**config.mk**
```make
export PLATFORM = sky130hd
export DESIGN_NAME = bullet_pool
export DESIGN_NICKNAME = d
export VERILOG_FILES = /design/src/rtl/bullet_pool.sv
export SDC_FILE = /design/constraint.sdc
export NUM_CORES = 1
export LEC_CHECK = 0
export BUFFER_PORTS_ARGS = -buffer_cell sky130_fd_sc_hd__buf_2
export CORE_UTILIZATION = 48
export CTS_CLUSTER_SIZE = 8
export DETAILED_ROUTE_END_ITERATION = 7
export GPL_ROUTABILITY_DRIVEN = 0
export PLACE_DENSITY_LB_ADDON = 0.25
export SYNTH_ARGS = -nofsm -noshare
export SYNTH_HDL_FRONTEND = slang
export SYNTH_SLANG_ARGS = --single-unit
export TNS_END_PERCENT = 30
```
**constraint.sdc**
```tcl
create_clock -name frame_clk -period 3.7 [get_ports frame_clk]
set_input_delay 0.74 -clock frame_clk [delete_from_list [all_inputs] [get_ports frame_clk]]
set_output_delay 0.74 -clock frame_clk [all_outputs]
set_load 0.02 [all_outputs]
```
**src/rtl/bullet_pool.sv**
```systemverilog
// Projectile pool: NUM_BULLETS independent bullets spawned at the player
// position, each travelling horizontally in the direction the player faced
// when it was fired. The pool advances once per frame_clk edge.
//
// state          | meaning
// ---------------+-----------------------------------------------------
// bullet_on[i]=0 | slot idle, its position follows the spawn point
// bullet_on[i]=1 | slot in flight, moves STEP per frame until it retires
// cooldown != 0  | shots blocked, counter decrements once per frame
module bullet_pool #(
    parameter int         NUM_BULLETS = 4,
    parameter logic [7:0] FIRE_KEY    = 8'd88,
    parameter logic [9:0] STEP        = 10'd8,
    parameter logic [9:0] SIZE        = 10'd4,
    parameter logic [3:0] COOLDOWN    = 4'd6,
    parameter logic [9:0] X_MIN       = 10'd0,
    parameter logic [9:0] X_MAX       = 10'd639,
    parameter logic [9:0] Y_MIN       = 10'd0,
    parameter logic [9:0] Y_MAX       = 10'd479
) (
    input  logic                        frame_clk,
    input  logic                        Reset,
    input  logic [7:0]                  keycode,
    input  logic [9:0]                  BallX,
    input  logic [9:0]                  BallY,
    input  logic [9:0]                  BallS,
    input  logic                        face_left,
    output logic [10*NUM_BULLETS-1:0]   BulletX,
    output logic [10*NUM_BULLETS-1:0]   BulletY,
    output logic [9:0]                  BulletS,
    output logic [NUM_BULLETS-1:0]      bullet_on,
    output logic                        shot_fired
);

    // Bounds are compared in 11 bits so that X + STEP + SIZE cannot wrap.
    localparam logic [10:0] X_HI = {1'b0, X_MAX};
    localparam logic [10:0] X_LO = {1'b0, X_MIN} + {1'b0, STEP} + {1'b0, SIZE};
    localparam logic [10:0] Y_HI = {1'b0, Y_MAX};
    localparam logic [10:0] Y_LO = {1'b0, Y_MIN} + {1'b0, SIZE};

    logic [NUM_BULLETS-1:0][9:0] pos_x;
    logic [NUM_BULLETS-1:0][9:0] pos_y;
    logic [NUM_BULLETS-1:0]      dir_left;
    logic [3:0]                  cooldown;

    logic [9:0]             spawn_x;
    logic                   fire_req;
    logic                   has_free;
    logic [2:0]             target;
    logic                   accept;
    logic [NUM_BULLETS-1:0] retire;

    assign BulletX = pos_x;
    assign BulletY = pos_y;
    assign BulletS = SIZE;

    // Spawn point, fire request and lowest-index idle slot selection.
    always_comb begin
        spawn_x  = face_left ? (BallX - BallS) : (BallX + BallS);
        fire_req = (keycode == FIRE_KEY);
        has_free = 1'b0;
        target   = 3'd0;
        for (int i = NUM_BULLETS - 1; i >= 0; i--) begin
            if (!bullet_on[i]) begin
                has_free = 1'b1;
                target   = 3'(i);
            end
        end
        accept = fire_req && (cooldown == 4'd0) && has_free;
    end

    // Retire test on the current position, before this frame's move.
    always_comb begin
        logic [10:0] ahead;
        logic [10:0] y_ext;
        retire = '0;
        for (int i = 0; i < NUM_BULLETS; i++) begin
            ahead = {1'b0, pos_x[i]} + {1'b0, STEP} + {1'b0, SIZE};
            y_ext = {1'b0, pos_y[i]};
            retire[i] = (!dir_left[i] && (ahead > X_HI))
                     || ( dir_left[i] && ({1'b0, pos_x[i]} < X_LO))
                     || ((y_ext + {1'b0, SIZE}) > Y_HI)
                     || (y_ext < Y_LO);
        end
    end

    // Per-frame update of cooldown, shot pulse and every slot.
    always_ff @(posedge frame_clk or posedge Reset) begin
        if (Reset) begin
            pos_x      <= '0;
            pos_y      <= '0;
            dir_left   <= '0;
            bullet_on  <= '0;
            cooldown   <= 4'd0;
            shot_fired <= 1'b0;
        end else begin
            shot_fired <= accept;
            if (accept)
                cooldown <= COOLDOWN;
            else if (cooldown != 4'd0)
                cooldown <= cooldown - 4'd1;

            for (int i = 0; i < NUM_BULLETS; i++) begin
                if (bullet_on[i]) begin
                    if (retire[i])
                        bullet_on[i] <= 1'b0;
                    else if (dir_left[i])
                        pos_x[i] <= pos_x[i] - STEP;
                    else
                        pos_x[i] <= pos_x[i] + STEP;
                end else begin
                    // Idle slots shadow the spawn point so a new shot starts there.
                    pos_x[i] <= spawn_x;
                    pos_y[i] <= BallY;
                    if (accept && (target == 3'(i))) begin
                        bullet_on[i] <= 1'b1;
                        dir_left[i]  <= face_left;
                    end
                end
            end
        end
    end

endmodule

```
==> metrics.csv <==
stage,metric,value,unit
run_status,status,"finished, final reports clean",
timing,period_minus_slack,3.20,ns
power,p_leak,3.69,nW
setup_path,cp-end-kind,flop,
placement,place_area,7990,µm²
global_routing,grt_pass1_wl,30400,µm
min_path,min_path_type,input port to async pin,
placement,io_buffers,125,
logic_synthesis,synth-seq-cells,93,
layout,area_growth_syn_to_layout,15.0,%
drt,wirelength,18200,µm
logic_synthesis,yosysUniqueCellTypes,79,
clock_network,insertion_delay,0.35,ns
clock_network,cts_sinks,93,
drt,drt_iter0_drc,565,
drt,drc_errors,0,
drt,routed_via_density,5.85,
placement,hpwl,13500,µm
drt,wl_per_cell,16.7,µm
die,dieArea,15500,µm²
setup_path,path_cells,buf_2 -> inv_1 -> ha_1 -> mux2i_1 -> fa_1 -> a21o_1 -> a21oi_1 -> o21bai_1 -> a2111oi_0 -> nor2_1 -> xnor2_1 -> o221ai_1,
die,fp.dieW,125,µm
timing,finalCritPeriodShare,86.4,%
clock_network,cts_tree,yes,
die,rows,44,
logic_synthesis,seq_area_frac_synth,32.3,%
die,core,14600,µm²
timing,rsz0062_at_grt,false,
timing,max_freq,313,MHz
global_routing,antenna_found_initial,0,
logic_synthesis,synth.area.top_cells,"dfrtp_1, ha_1, mux2_2",
clock_network,postCtsSetupBuffers,0,
setup_path,crit_family,compound AO/OA/AOI/OAI gates,
layout,fin_nets,1002,
setup_path,slowest_stage,fa_1,
die,initial_core_util,49.4,%
setup_path,cp-start-kind,input port,
die,die_h,125,µm
logic_synthesis,ys.flop_type,dfrtp_1,
timing,fin_setup_tns,0,ns
logic_synthesis,synth_area,7210,µm²
clock_network,cts_buffers,9,
global_routing,grt_usage,24.2,%
layout,final_cell_mix,"buf_2, dfrtp_1, inv_1",
global_routing,grt_util_met3,3.65,%
logic_synthesis,yosysWarnings,0,
setup_path,path_buf_inv,2,
clock_network,cts-htree-levels,3,
timing,drv_slew,0,
logic_synthesis,synth_top_area_share,32.3,%
setup_path,rrSetupSlack,0.62,ns
timing,hold_viol_final,0,
setup_path,cp.arrival,3.39,ns
logic_synthesis,yosysTopAreaCell,dfrtp_1,
clock_network,cts_resized,0,
timing,finalSetupViolCount,0,
global_routing,gr-usage-met2,38.3,%
die,num_io_pins,136,
power,power_density,518,nW/µm²
layout,finalNonFillerCells,1090,
drt,vias,6379,
clock_network,cts_hold_buf,0,
setup_path,critPathMaxFanout,4,
clock_network,clk_path_buf_depth,2,
timing,relSlewSlack,36.1,%
layout,antenna_cells,0,
power,ir_worst_vdd,0.302,mV
clock_network,clk_pin_slew_worst_paths,0.07,ns
logic_synthesis,synthArstFlopShare,100,%
placement,dp_cells,1074,
logic_synthesis,syn-instance-count,784,
global_routing,overflow,0,
layout,drive_above_1_share,23.7,%
global_routing,grt_max_degree,84,
flow_run,max_cap_viol_count,0,
global_routing,grt_pass1_vias,5969,
layout,final_common_cell,buf_2,
drt,ant_nets,0,
global_routing,use_met1,34.4,%
clock_network,cts_root_buf,clkbuf_16,
logic_synthesis,postSynthAreaPerCell,9.20,µm²
layout,final_cell_area,8290,µm²
logic_synthesis,synth_edf_count,0,
drt,dr.pass1.iters,8,
layout,n_fill_cell,1331,
global_routing,busiest_layer,met2,
setup_path,crit_required,3.89,ns
timing,fin_skew,0.00659,ns
setup_path,cpPeakStageDelay,0.45,ns
timing,tightest_slew,0.959,ns
setup_path,path_class,input port to flop,
==> cell type report <==
type,count,area (µm²),share of cell area [%]
well taps,184,230,2.78
clock inverters,3,43.8,0.528
repair buffers,135,713,8.60
flip-flops and latches,93,2330,28.1
clock buffers,13,260,3.14
multi-input cells,603,4490,54.2
inverters,59,224,2.70
==> flip-flops by register name (all words and copies together) (netlist names) <==
name        cells
BulletX        40
BulletY        40
bullet_on       4
cooldown        4
dir_left        4
shot_fired      1
==> logic make-up after synthesis <==
family	count (synthesis)	share of synthesized area (%)
AOI/OAI and AO/OA	182	17.7
xor gates and xnor gates	33	4.01
adders and majority gates	60	10.9
buffers and inverters	96	5.83
DFF	93	32.3
muxes	54	8.33
other	2	0.104
and+or+nand+nor	264	20.8
==> per-layer routing <==
layer / vias up / share of wire [%] / wire length [µm]
met5: - / 0 / 0
li1: 3130 / - / -
met3: 17 / 4.8 / 878
met1: 3062 / 48 / 8800
met2: 170 / 46 / 8350
met4: 0 / 1.1 / 201
==> where the power goes <==
| part | internal, mW | switching (mW) |
|---|---|---|
| Combinational | 0.776 | 1.02 |
| Sequential | 1.20 | 0.353 |
| Clock | 0.562 | 0.392 |
| Total | 2.53 | 1.76 |
==> worst register-to-register path, cell delays in order (launching register included) <==
cell and delay (ns):
dfrtp_1 0.51, inv_1 0.19, ha_1 0.30, nor3b_1 0.22, o31ai_1 0.11, a2111o_1 0.36, a221oi_1 0.47, a311o_2 0.37
nor4_1 0.11, a311o_1 0.32
==> final timing paths <==
check / start / to / depth (start not counted)
hold reg to reg: BulletX[30]$_DFFE_PP0P_ / BulletX[30]$_DFFE_PP0P_ / 2
hold / removal: Reset / BulletY[19]$_DFFE_PP0N_ / 2
setup reg to reg: BulletX[23]$_DFFE_PP0P_ / BulletX[25]$_DFFE_PP0P_ / 9
min in group frame_clk: BulletX[30]$_DFFE_PP0P_ / BulletX[30]$_DFFE_PP0P_ / 2
max in group asynchronous: Reset / BulletX[23]$_DFFE_PP0P_ / 3
setup / recovery: BallS[0] / BulletX[8]$_DFFE_PP0P_ / 12
==> cell usage after synthesis (all sizes together) (6+ instances only) <==
library cell / number
xor2: 11
o22ai: 8
nand4b: 6
nor2: 38
o211ai: 13
inv: 59
o221ai: 9
dfrtp: 93
nor3b: 10
nand2: 55
nand3b: 8
nand2b: 9
mux2: 48
a21o: 11
clkbuf: 15
xnor2: 22
a21oi: 31
and2: 6
ha: 55
o21a: 9
mux2i: 6
nor4: 13
nand4: 7
nor2b: 16
a31oi: 13
nand3: 29
o21ai: 31
nor3: 16
or3: 15
buf: 22
and3: 6
==> per-stage QoR <==
stage | utilization, % | total power, mW | hold slack (ns) | worst slack (ns)
final | 56.8 | 4.30 | 0.292 | 0.504
after global routing | 56.8 | 4.62 | 0.294 | 0.221
after CTS | 56.8 | 4.31 | 0.291 | 0.530
after detailed placement | 54.8 | 3.34 | 0.492 | 0.191
after global placement | 54.8 | 3.32 | 0.496 | 0.346
after floorplan | - | 2.80 | 0.509 | 0.540
No activity file was read; power rests on OpenSTA's default activity.
